[src/rtl/prio_enc_seg_if.sv]
// Request/encode/display signal bundle for prio_enc_seg.
// The master drives enable and requests. The slave (the encoder) drives the
// registered index, flags and 7-segment outputs.
interface prio_enc_seg_if #(
  parameter int N = 16
);
  localparam int W      = $clog2(N);
  localparam int DIGITS = (W + 3) / 4;

  logic              en;
  logic [N-1:0]      x;
  logic [W-1:0]      y;
  logic              flag;
  logic              chg;
  logic [DIGITS-1:0] an;
  logic [6:0]        seg;

  modport master (
    output en, x,
    input  y, flag, chg, an, seg
  );

  modport slave (
    input  en, x,
    output y, flag, chg, an, seg
  );
endinterface

[src/rtl/prio_enc_seg.sv]
// N-input priority encoder with registered index/valid, optional hold-last,
// change-detect pulse, and an active-low hex 7-segment scanner over all
// index digits.
module prio_enc_seg #(
  parameter int N        = 16,
  parameter int SCAN_DIV = 1000,
  parameter int HOLD     = 0
) (
  input logic           clk,
  input logic           rst,
  prio_enc_seg_if.slave bus
);
  localparam int W      = $clog2(N);
  localparam int DIGITS = (W + 3) / 4;
  localparam int CW     = (SCAN_DIV > 1) ? $clog2(SCAN_DIV) : 1;
  localparam int PW     = (DIGITS > 1) ? $clog2(DIGITS) : 1;

  logic [W-1:0]        y_q, y_d;
  logic                flag_q, flag_d;
  logic                chg_q, chg_d;
  logic [CW-1:0]       cnt_q, cnt_d;
  logic [PW-1:0]       ptr_q, ptr_d;
  logic [DIGITS-1:0]   an_q, an_d;
  logic [6:0]          seg_q, seg_d;

  logic [W-1:0]        idx;
  logic                any_set;
  logic                wrap;
  logic [4*DIGITS-1:0] yext;
  logic [3:0]          nib;

  // Active-high {a..g} hex font.
  function automatic logic [6:0] font(input logic [3:0] v);
    logic [6:0] f;
    case (v)
      4'h0: f = 7'h7E;
      4'h1: f = 7'h30;
      4'h2: f = 7'h6D;
      4'h3: f = 7'h79;
      4'h4: f = 7'h33;
      4'h5: f = 7'h5B;
      4'h6: f = 7'h5F;
      4'h7: f = 7'h70;
      4'h8: f = 7'h7F;
      4'h9: f = 7'h7B;
      4'hA: f = 7'h77;
      4'hB: f = 7'h1F;
      4'hC: f = 7'h4E;
      4'hD: f = 7'h3D;
      4'hE: f = 7'h4F;
      default: f = 7'h47;
    endcase
    return f;
  endfunction

  // Highest-numbered set request bit; later iterations override earlier ones.
  always_comb begin
    idx     = '0;
    any_set = |bus.x;
    for (int unsigned i = 0; i < N; i++) begin
      if (bus.x[i]) idx = W'(i);
    end
  end

  // Encoder next state and change detection against the current outputs.
  always_comb begin
    y_d    = y_q;
    flag_d = flag_q;
    if (!bus.en) begin
      y_d    = '0;
      flag_d = 1'b0;
    end else if (any_set) begin
      y_d    = idx;
      flag_d = 1'b1;
    end else begin
      flag_d = 1'b0;
      if (HOLD == 0) y_d = '0;
    end
    chg_d = ({y_d, flag_d} != {y_q, flag_q});
  end

  // Scan timing, digit pointer, and display drive from the current ptr and y.
  always_comb begin
    wrap  = (cnt_q == CW'(SCAN_DIV - 1));
    cnt_d = wrap ? '0 : cnt_q + 1'b1;
    ptr_d = ptr_q;
    if (DIGITS > 1 && wrap) begin
      ptr_d = (ptr_q == PW'(DIGITS - 1)) ? '0 : ptr_q + 1'b1;
    end

    yext = (4*DIGITS)'(y_q);
    nib  = '0;
    for (int unsigned d = 0; d < DIGITS; d++) begin
      if (ptr_q == PW'(d)) nib = yext[4*d +: 4];
    end

    an_d = ~(DIGITS'(1) << ptr_q);
    if (HOLD == 0 && !flag_q) seg_d = '1;
    else                      seg_d = ~font(nib);
  end

  // State registers; reset clears everything immediately.
  always_ff @(posedge clk or posedge rst) begin
    if (rst) begin
      y_q    <= '0;
      flag_q <= 1'b0;
      chg_q  <= 1'b0;
      cnt_q  <= '0;
      ptr_q  <= '0;
      an_q   <= ~DIGITS'(1);
      seg_q  <= '1;
    end else begin
      y_q    <= y_d;
      flag_q <= flag_d;
      chg_q  <= chg_d;
      cnt_q  <= cnt_d;
      ptr_q  <= ptr_d;
      an_q   <= an_d;
      seg_q  <= seg_d;
    end
  end

  assign bus.y    = y_q;
  assign bus.flag = flag_q;
  assign bus.chg  = chg_q;
  assign bus.an   = an_q;
  assign bus.seg  = seg_q;
endmodule

[src/flat_wrapper.sv]
// flat-port wrapper written by rule: the top's interface ports become plain ports
module prio_enc_seg_flat 
#(
  parameter int N        = 16,
  parameter int SCAN_DIV = 1000,
  parameter int HOLD     = 0
)
  (clk, rst, bus_en, bus_x, bus_y, bus_flag, bus_chg, bus_an, bus_seg);
  prio_enc_seg_if #(.N(N)) bus_i ();
  input logic clk;
  input logic rst;
  input wire logic [$bits(bus_i.en)-1:0] bus_en;
  input wire logic [$bits(bus_i.x)-1:0] bus_x;
  output wire logic [$bits(bus_i.y)-1:0] bus_y;
  output wire logic [$bits(bus_i.flag)-1:0] bus_flag;
  output wire logic [$bits(bus_i.chg)-1:0] bus_chg;
  output wire logic [$bits(bus_i.an)-1:0] bus_an;
  output wire logic [$bits(bus_i.seg)-1:0] bus_seg;
  assign bus_i.en = bus_en;
  assign bus_i.x = bus_x;
  assign bus_y = bus_i.y;
  assign bus_flag = bus_i.flag;
  assign bus_chg = bus_i.chg;
  assign bus_an = bus_i.an;
  assign bus_seg = bus_i.seg;
  prio_enc_seg #(.N(N), .SCAN_DIV(SCAN_DIV), .HOLD(HOLD)) u_core (.clk(clk), .rst(rst), .bus(bus_i));
endmodule
[config.mk]
export PLATFORM = sky130hd
export DESIGN_NAME = prio_enc_seg_flat
export DESIGN_NICKNAME = d
export VERILOG_FILES = /design/src/rtl/prio_enc_seg_if.sv /design/src/rtl/prio_enc_seg.sv /design/src/flat_wrapper.sv
export SDC_FILE = /design/constraint.sdc
export NUM_CORES = 1
export LEC_CHECK = 0
export ABC_AREA = 0
export BUFFER_PORTS_ARGS = -buffer_cell sky130_fd_sc_hd__buf_2
export CORE_MARGIN = 2
export CORE_UTILIZATION = 47
export DETAILED_ROUTE_END_ITERATION = 8
export GPL_TIMING_DRIVEN = 0
export PLACE_DENSITY_LB_ADDON = 0.15
export SLEW_MARGIN = 20
export SYNTH_ARGS = -nofsm -noshare
export SYNTH_HDL_FRONTEND = slang
export SYNTH_SLANG_ARGS = --single-unit
[constraint.sdc]
create_clock -name clk -period 2 [get_ports clk]
set_clock_uncertainty 0.1 [all_clocks]
set_input_delay 0.1 -clock clk [delete_from_list [all_inputs] [get_ports clk]]
set_output_delay 0.1 -clock clk [all_outputs]
set_load 0.02 [all_outputs]
; ---- Word level (Yosys, flattened, before mapping)
; Memory sizes are Yosys's and may differ from the RTL's.
; Index checks and enable logic that the tools add are counted.
[op_classes]
n_eq_ne = 1
n_mux = 21
bitwise = 1
reduce_logical = 1
[op_table]
columns = operator, count
row1 = 2-to-1 mux 4 bit, 16
row2 = OR reduction 16 bit, 1
row3 = 2-to-1 mux 7 bit, 2
row4 = NOT 7 bit, 1
row5 = != test 5 bit, 1
row6 = 2-to-1 mux 1 bit, 3
[word_totals]
ff_bits = 13
romBits = 112
output_inout_bits = 14
word_cells = 29
memories = 1
[mem_list]
columns = name, words, word_bits, rd, rd_ports_with_merged_regs, write_ports, line_no
row1 = (name not given), 16, 7, 1, 0, 0, prio_enc_seg.sv:35  ; case (v)

; ---- Depth between registers and ports, before layout
; Gate-level depths: netlist (run 1).
[depth]
word_depth = 18
depth_mapped = 6
mapped_depth_nobuf = 6

; ---- Least setup slack after synthesis (run 1)
; Ideal clock, no wire load.
[synth_timing]
kind = reg-to-reg
startpoint = reg u_core.y_q[0], in the netlist u_core.bus.y[0]
endpoint = reg u_core.seg_q[3], in the netlist u_core.bus.seg[3]
setup_ns = 0.088
arrival_ns = 1.514
path_slack_ns = 0.298
stages_incl_launch_ff = 7
path_buffers = 0
period_less_slack_ns = 1.702
cell_sequence = dfrtp_1 inv_1 ha_1 inv_1 mux4_2 inv_1 nand2_1
[synth_via]
elab_chain_len = 4
[synth_rtl]
columns = element, line_no
row1 = from (decl), prio_enc_seg.sv:18  ; logic [W-1:0] y_q, y_d;
row2 = from (signal assigned), prio_enc_seg.sv:113  ; y_q <= y_d;
row3 = memory read (16 x 7 bit), --
row4 = 2-to-1 mux 7 bit, prio_enc_seg.sv:98  ; if (HOLD == 0 && !flag_q) seg_d = '1;
row5 = NOT 7 bit, prio_enc_seg.sv:99  ; else seg_d = ~font(nib);
row6 = 2-to-1 mux 7 bit, prio_enc_seg.sv:98
row7 = via u_core.seg_d[3], prio_enc_seg.sv:24  ; logic [6:0] seg_q, seg_d;
row8 = to (signal assigned), prio_enc_seg.sv:119  ; seg_q <= seg_d;
row9 = to (decl), prio_enc_seg.sv:24
; The timed path passes the listed nets, and every way through them passes these cells. The select of a mux whose other input is x is not followed.

; ---- Final worst setup path (run 1)
; Ends and elaborated chain as after synthesis.

==> results of run 1 <==
==> area by class of cell <==
cell class / instances / area, um2 / share of cell area (%)
well taps: 25 / 31.3 / 2.90
clock buffers: 4 / 26.3 / 2.44
flip-flops and latches: 13 / 334 / 31.0
repair buffers: 33 / 175 / 16.3
plain buffers: 4 / 18.8 / 1.74
multi-input cells: 65 / 462 / 42.9
inverters: 8 / 30.0 / 2.79
==> cell families (layout without fill, tap and decap cells) <==
kind of cell             after synthesis  in the layout  synth area share [%]
AND/OR/NAND/NOR                       34             34                  20.7
AO/OA/AOI/OAI                         19             19                  17.9
flip-flops                            13             13                  39.6
buffers and inverters                 12             49                  5.78
adder cells (fa/ha/maj)                5              5                  7.41
XOR/XNOR                               3              3                  3.11
multiplexers                           3              3                  5.04
other                                  1              1                 0.444
==> per-stage QoR <==
| step | std cells | worst slack (ns) |
|---|---|---|
| after floorplan | 90 | 0.298 |
| after global placement | 146 | 0.303 |
| after detailed placement | 146 | 0.202 |
| after CTS | 152 | 0.296 |
| after global routing | 152 | 0.194 |
| final | 152 | 0.301 |
==> placed cells by master (no fill, tap or decap), drive strengths merged, types with 5 or more instances in the layout <==
master  synthesis  routed
clkbuf          1       5
ha              5       5
dfstp           7       7
inv             8       8
nand2           5       5
buf             3      34
nor4            5       5
dfrtp           6       6
nor2            7       7
==> where the power goes <==
part | internal, mW | switching (mW) | leakage, nW
Combinational | 0.0693 | 0.0982 | 0.323
Clock | 0.0775 | 0.0868 | 0.0150
Sequential | 0.291 | 0.0121 | 0.143
Total | 0.438 | 0.197 | 0.480
==> path summary, 6_finish.rpt <==
path | depth (start not counted) | slack, ns | endpoint | start
worst max-delay path | 6 | 0.30 | u_core.bus.seg[3]$_DFF_PP1_ | u_core.bus.y[0]$_DFF_PP0_
worst min-delay path | 3 | 0.003 | u_core.bus.y[1]$_DFF_PP0_ | bus_x[14]
worst max register to register | 6 | 0.30 | u_core.bus.seg[3]$_DFF_PP1_ | u_core.bus.y[0]$_DFF_PP0_
worst min register to register | 2 | 0.55 | u_core.bus.seg[5]$_DFF_PP1_ | u_core.bus.y[0]$_DFF_PP0_
max in group asynchronous | 3 | 1.18 | u_core.bus.seg[4]$_DFF_PP1_ | rst
min in group asynchronous | 3 | 0.28 | u_core.bus.y[3]$_DFF_PP0_ | rst
==> metal layers <==
metal / GRT usage, % / up-vias
met5: 0 / -
met4: 10.3 / 0
met3: 3.53 / 2
met2: 35.3 / 34
met1: 18.3 / 353
li1: - / 392
==> state kept, by name, summed over array words and instances, names as in the netlist <==
name             cells
u_core.bus.chg       1
u_core.bus.y         4
u_core.bus.flag      1
u_core.bus.seg       7
==> cells in the mapped netlist <==
| cell type | n | area share (%) |
|---|---|---|
| a2111oi_2 | 1 | 1.8 |
| a21boi_0 | 1 | 0.89 |
| a21boi_2 | 1 | 1.3 |
| a21oi_1 | 3 | 1.8 |
| and2_1 | 3 | 2.2 |
| buf_1 | 2 | 0.89 |
| buf_4 | 1 | 0.89 |
| clkbuf_1 | 1 | 0.44 |
| conb_1 | 1 | 0.44 |
| dfrtp_1 | 6 | 18 |
| dfstp_2 | 7 | 22 |
| ha_1 | 5 | 7.4 |
| inv_1 | 8 | 3.6 |
| mux2i_1 | 2 | 2.4 |
| mux4_2 | 1 | 2.7 |
| nand2_1 | 5 | 2.2 |
| nand2b_1 | 3 | 2.2 |
| nand3_1 | 2 | 1.2 |
| nand4_1 | 1 | 0.74 |
| nor2_1 | 7 | 3.1 |
| nor2b_1 | 4 | 3.0 |
| nor3_1 | 4 | 2.4 |
| nor4_1 | 5 | 3.7 |
| o2111a_1 | 1 | 1.3 |
| o211ai_1 | 3 | 2.7 |
| o21ai_0 | 4 | 2.4 |
| o221ai_2 | 1 | 1.8 |
| o311ai_0 | 3 | 3.1 |
| o31ai_1 | 1 | 0.89 |
| xnor2_1 | 3 | 3.1 |
==> worst register-to-register path: cells and delay by family (launching register included) <==
family	cells	cell delay, ns
adders and majority gates	1	0.30
buffers and inverters	3	0.26
DFF	1	0.46
muxes	1	0.45
and+or+nand+nor	1	0.05
==> results.cfg, run 1 <==
[clock_tree]
clock_sinks = 13
htree_levels = 1
cts_resized = 0
cts-buffers-inserted = 3
clock_latency_ns = 0.28
ctsHoldBuffers = 2
root_buffer = clkbuf_4
clk_pin_slew_ns = 0.08
tritoncts = yes
cts.path.max_buffers = 2
postCtsSetupBuffers = 0

[cells_and_area]
fin_util_pct = 63.1
nFillCells = 152
drive_above_1_share_pct = 36.2
diodes = 0
area_growth_pct = 27.6
num-nets-final = 152
design_area_um2 = 1080

[floorplanning]
die-area_um2 = 2150
coreArea_um2 = 1710
rows = 15
chipWidth_um = 46.4
start_util_pct = 49.5
dieHeight_um = 46.4
ios = 33

[detailed_routing]
dr_wl_met3_um = 96
wl_met1_um = 684
ant_nets = 0
wire_per_inst_um = 11.3
via_count = 781
dr_wl_met2_um = 913
dr.max_layer_used = met4
first_iter_violations = 9
drc_errors = 0
drt_first_pass_iters = 4
drt-total-wl_um = 1720
viasPerCell = 5.14

[run_status]
outcome = finished, final reports clean

[flow_run]
maxCapViolCount = 0

[global_routing]
grt_pass1_wl_um = 2790
overflow = 0
grt_pass1_vias = 719
grt_use_total_pct = 18.6
antenna_found_initial = 0
grt_max_degree = 14

[critical_path]
worstSetupEndpointType = flip-flop
startpoint_type = flip-flop
slowest_delay_ns = 0.46
path_delay_family = flip-flops
slowest_stage = dfrtp_1
cp_num_buf_inv = 3
cp_cell_sequence = inv_1 > ha_1 > inv_1 > mux4_2 > inv_1 > nand2_1
critPathMostFrequentCell = inv_1
crit_arrival_ns = 1.80
cp_max_fo = 7
critPathKind = flip-flop to flip-flop
critPathRequiredTime_ns = 2.10

[logic_synthesis]
syn_inst = 90
syn-mean-instance-area_um2 = 9.38
netlist_area_um2 = 845
ys_seq_area_share_pct = 39.6
ys_warn_count = 0
mappedNetlistNets = 114
ys_types = 30
ys_seq_elements = 13

[sta]
fin_crit_sh_pct = 85.0
hold_viol = 0
rsz0062_at_grt = no
fmax_mhz = 588
period_needed_ns = 1.70
tightest_slew_ns = 0.613
relSlewSlack_pct = 58.8
setup_viol = 0
holdWs_ns = 0.00259
tns_ns = 0
finalMaxSlewViolations = 0

[power]
power_uw = 635
peakVddDrop_mv = 0.235
power.density_nw_per_um2 = 589
p_leak_nw = 0.480

[placement]
port_buffers = 31
placed_cell_area_um2 = 1030
detailed_place_hpwl_um = 1400
gp_congestion = 0.803

[hold_path]
hold_path.class = input pin to flip-flop
No activity file was read; power rests on OpenSTA's default activity.
==> run 2: changes to the inputs <==
==> constraint.sdc (replaced) <==
create_clock -name clk -period 1.6 [get_ports clk]
set_clock_uncertainty 0.1 [all_clocks]
set_input_delay 0.08 -clock clk [delete_from_list [all_inputs] [get_ports clk]]
set_output_delay 0.08 -clock clk [all_outputs]
set_load 0.02 [all_outputs]
==> run 2 against run 1 <==
  * First-iteration DRC count up 67%
  * Highest routed layer unchanged
  * Sequential share of layout area is 0.95 points lower
  * Clock power rose by 19%
  * Critical endpoint unchanged
==> results.cfg, run 2 (same netlist as run 1, synthesis figures left out) <==
[power]
peakVddDrop_mv = 0.377
power.density_nw_per_um2 = 710
p_leak_nw = 0.490

[cells_and_area]
area_growth_pct = 32.6
nFillCells = 144
largest_reg_flops = 7
layout_common_cells = 31 x buf_2, 7 x nor2_1, 7 x dfstp_2, 6 x inv_1, 5 x nand2_1
num-nets-final = 154
fin_util_pct = 65.6
diodes = 0
drive_above_1_share_pct = 42.6
final_common_cell = buf_2

[floorplanning]
coreArea_um2 = 1710
start_util_pct = 49.5
chipWidth_um = 46.4
rows = 15
dieHeight_um = 46.4
ios = 33
die-area_um2 = 2150

[sta]
setup_ws_ns = 0.0664
period_needed_ns = 1.53
fin_crit_sh_pct = 95.9
setup_viol = 0
finalMaxSlewViolations = 0
fmax_mhz = 652
hold_viol = 0

[global_routing]
overflow = 0
grt.busiest_layer = met2
antenna_found_initial = 0
gr-usage-met2_pct = 34.4
grtUsageMet1_pct = 21.3
grt_use_met3_pct = 2.35
grt_pass1_vias = 720
grt_max_degree = 14
grt_pass1_wl_um = 2870
grt_use_total_pct = 18.7

[critical_path]
worstSetupEndpointType = flip-flop
path_delay_family = multiplexers
timing.rr.start = u_core.bus.y[1]$_DFF_PP0_
crit_arrival_ns = 1.62
slowest_stage = mux4_2
cp_max_fo = 6
slowest_delay_ns = 0.47
cp_cell_sequence = buf_4 > ha_1 > mux4_2 > inv_1 > nand2_1
cp_num_buf_inv = 2
crit_path_start = u_core.bus.y[1]$_DFF_PP0_
startpoint_type = flip-flop
critPathRequiredTime_ns = 1.69
critPathKind = flip-flop to flip-flop

[clock_tree]
root_buffer = clkbuf_4
tritoncts = yes
clk_pin_slew_ns = 0.08
clock_sinks = 13
htree_levels = 1
cts-buffers-inserted = 3
cts.path.max_buffers = 2
clock_latency_ns = 0.27

[hold_path]
hp-start = bus_en
hold_path.class = input pin to flip-flop

[detailed_routing]
ant_nets = 0
via_count = 787
drt_first_pass_iters = 4
first_iter_violations = 15
drt-total-wl_um = 1710
drc_errors = 0
wire_per_inst_um = 11.1
viasPerCell = 5.11

[placement]
dp_slack_ns = -0.137
port_buffers = 31
detailed_place_hpwl_um = 1340
gp_congestion = 0.768

[run_status]
outcome = finished, final reports clean

[flow_run]
maxCapViolCount = 0
[run 2: cell types whose count changed in the layout (fill, tap and decap cells not counted), sizes merged]
cell | before | now
clkbuf | 5 | 6
buf | 34 | 35
[run 2: final cells by class]
type	count	area, um2	area share (%)
well taps	25	31.3	2.79
repair buffers	35	190	17.0
inverters	8	32.5	2.91
plain buffers	4	20.0	1.79
clock buffers	4	26.3	2.35
multi-input cells	65	483	43.1
flip-flops and latches	13	337	30.1
[run 2: stage by stage]
stage	power [mW]	instances	TNS [ns]	instance area (um2)	hold slack, ns
3_3_place_gp	0.586	146	-0.0765	1030	0.00556
2_1_floorplan	0.516	90	0	847	-0.148
3_5_place_dp	0.591	146	-0.146	1030	0.0233
6_report	0.795	154	0	1120	0.0134
5_1_grt	0.849	154	-0.00524	1120	0.0286
4_1_cts	0.801	155	0	1100	0.00772
[run 2: layer usage]
metal  wire length, um  part of all wire [%]
met3                87                   5.1
met5                 0                     0
met1               673                    39
met2               930                    54
met4                18                   1.1
[run 2: what timing repair did]
item	in CTS	in global routing
hold endpoints to repair	7	0
gates resized for setup	0	7
endpoints found under the setup margin	1	2
buffers inserted	2	0
pin swaps	0	3
hold buffers	3	0
[run 2: worst paths after layout]
kind,cells after the start,slack [ns],end
worst max-delay path,5,0.07,u_core.bus.seg[3]$_DFF_PP1_
worst min-delay path,2,0.01,u_core.bus.y[3]$_DFF_PP0_
worst max register to register,5,0.07,u_core.bus.seg[3]$_DFF_PP1_
worst min register to register,2,0.57,u_core.bus.seg[0]$_DFF_PP1_
max in group asynchronous,3,0.78,u_core.bus.y[0]$_DFF_PP0_
min in group asynchronous,3,0.27,u_core.bus.y[3]$_DFF_PP0_
[run 2: where the power goes]
part / total [mW] / leakage, nW / switching [mW] / internal [mW]
clock: 0.195 / 0.0150 / 0.0985 / 0.0963
combinational: 0.224 / 0.335 / 0.130 / 0.0935
sequential: 0.377 / 0.140 / 0.0125 / 0.364
[run 2: worst reg2reg max path, cell delays in order (launching register included)]
cell and delay, ns:
dfrtp_2 0.42, buf_4 0.16, ha_1 0.20, mux4_2 0.47, inv_1 0.06, nand2_1 0.04
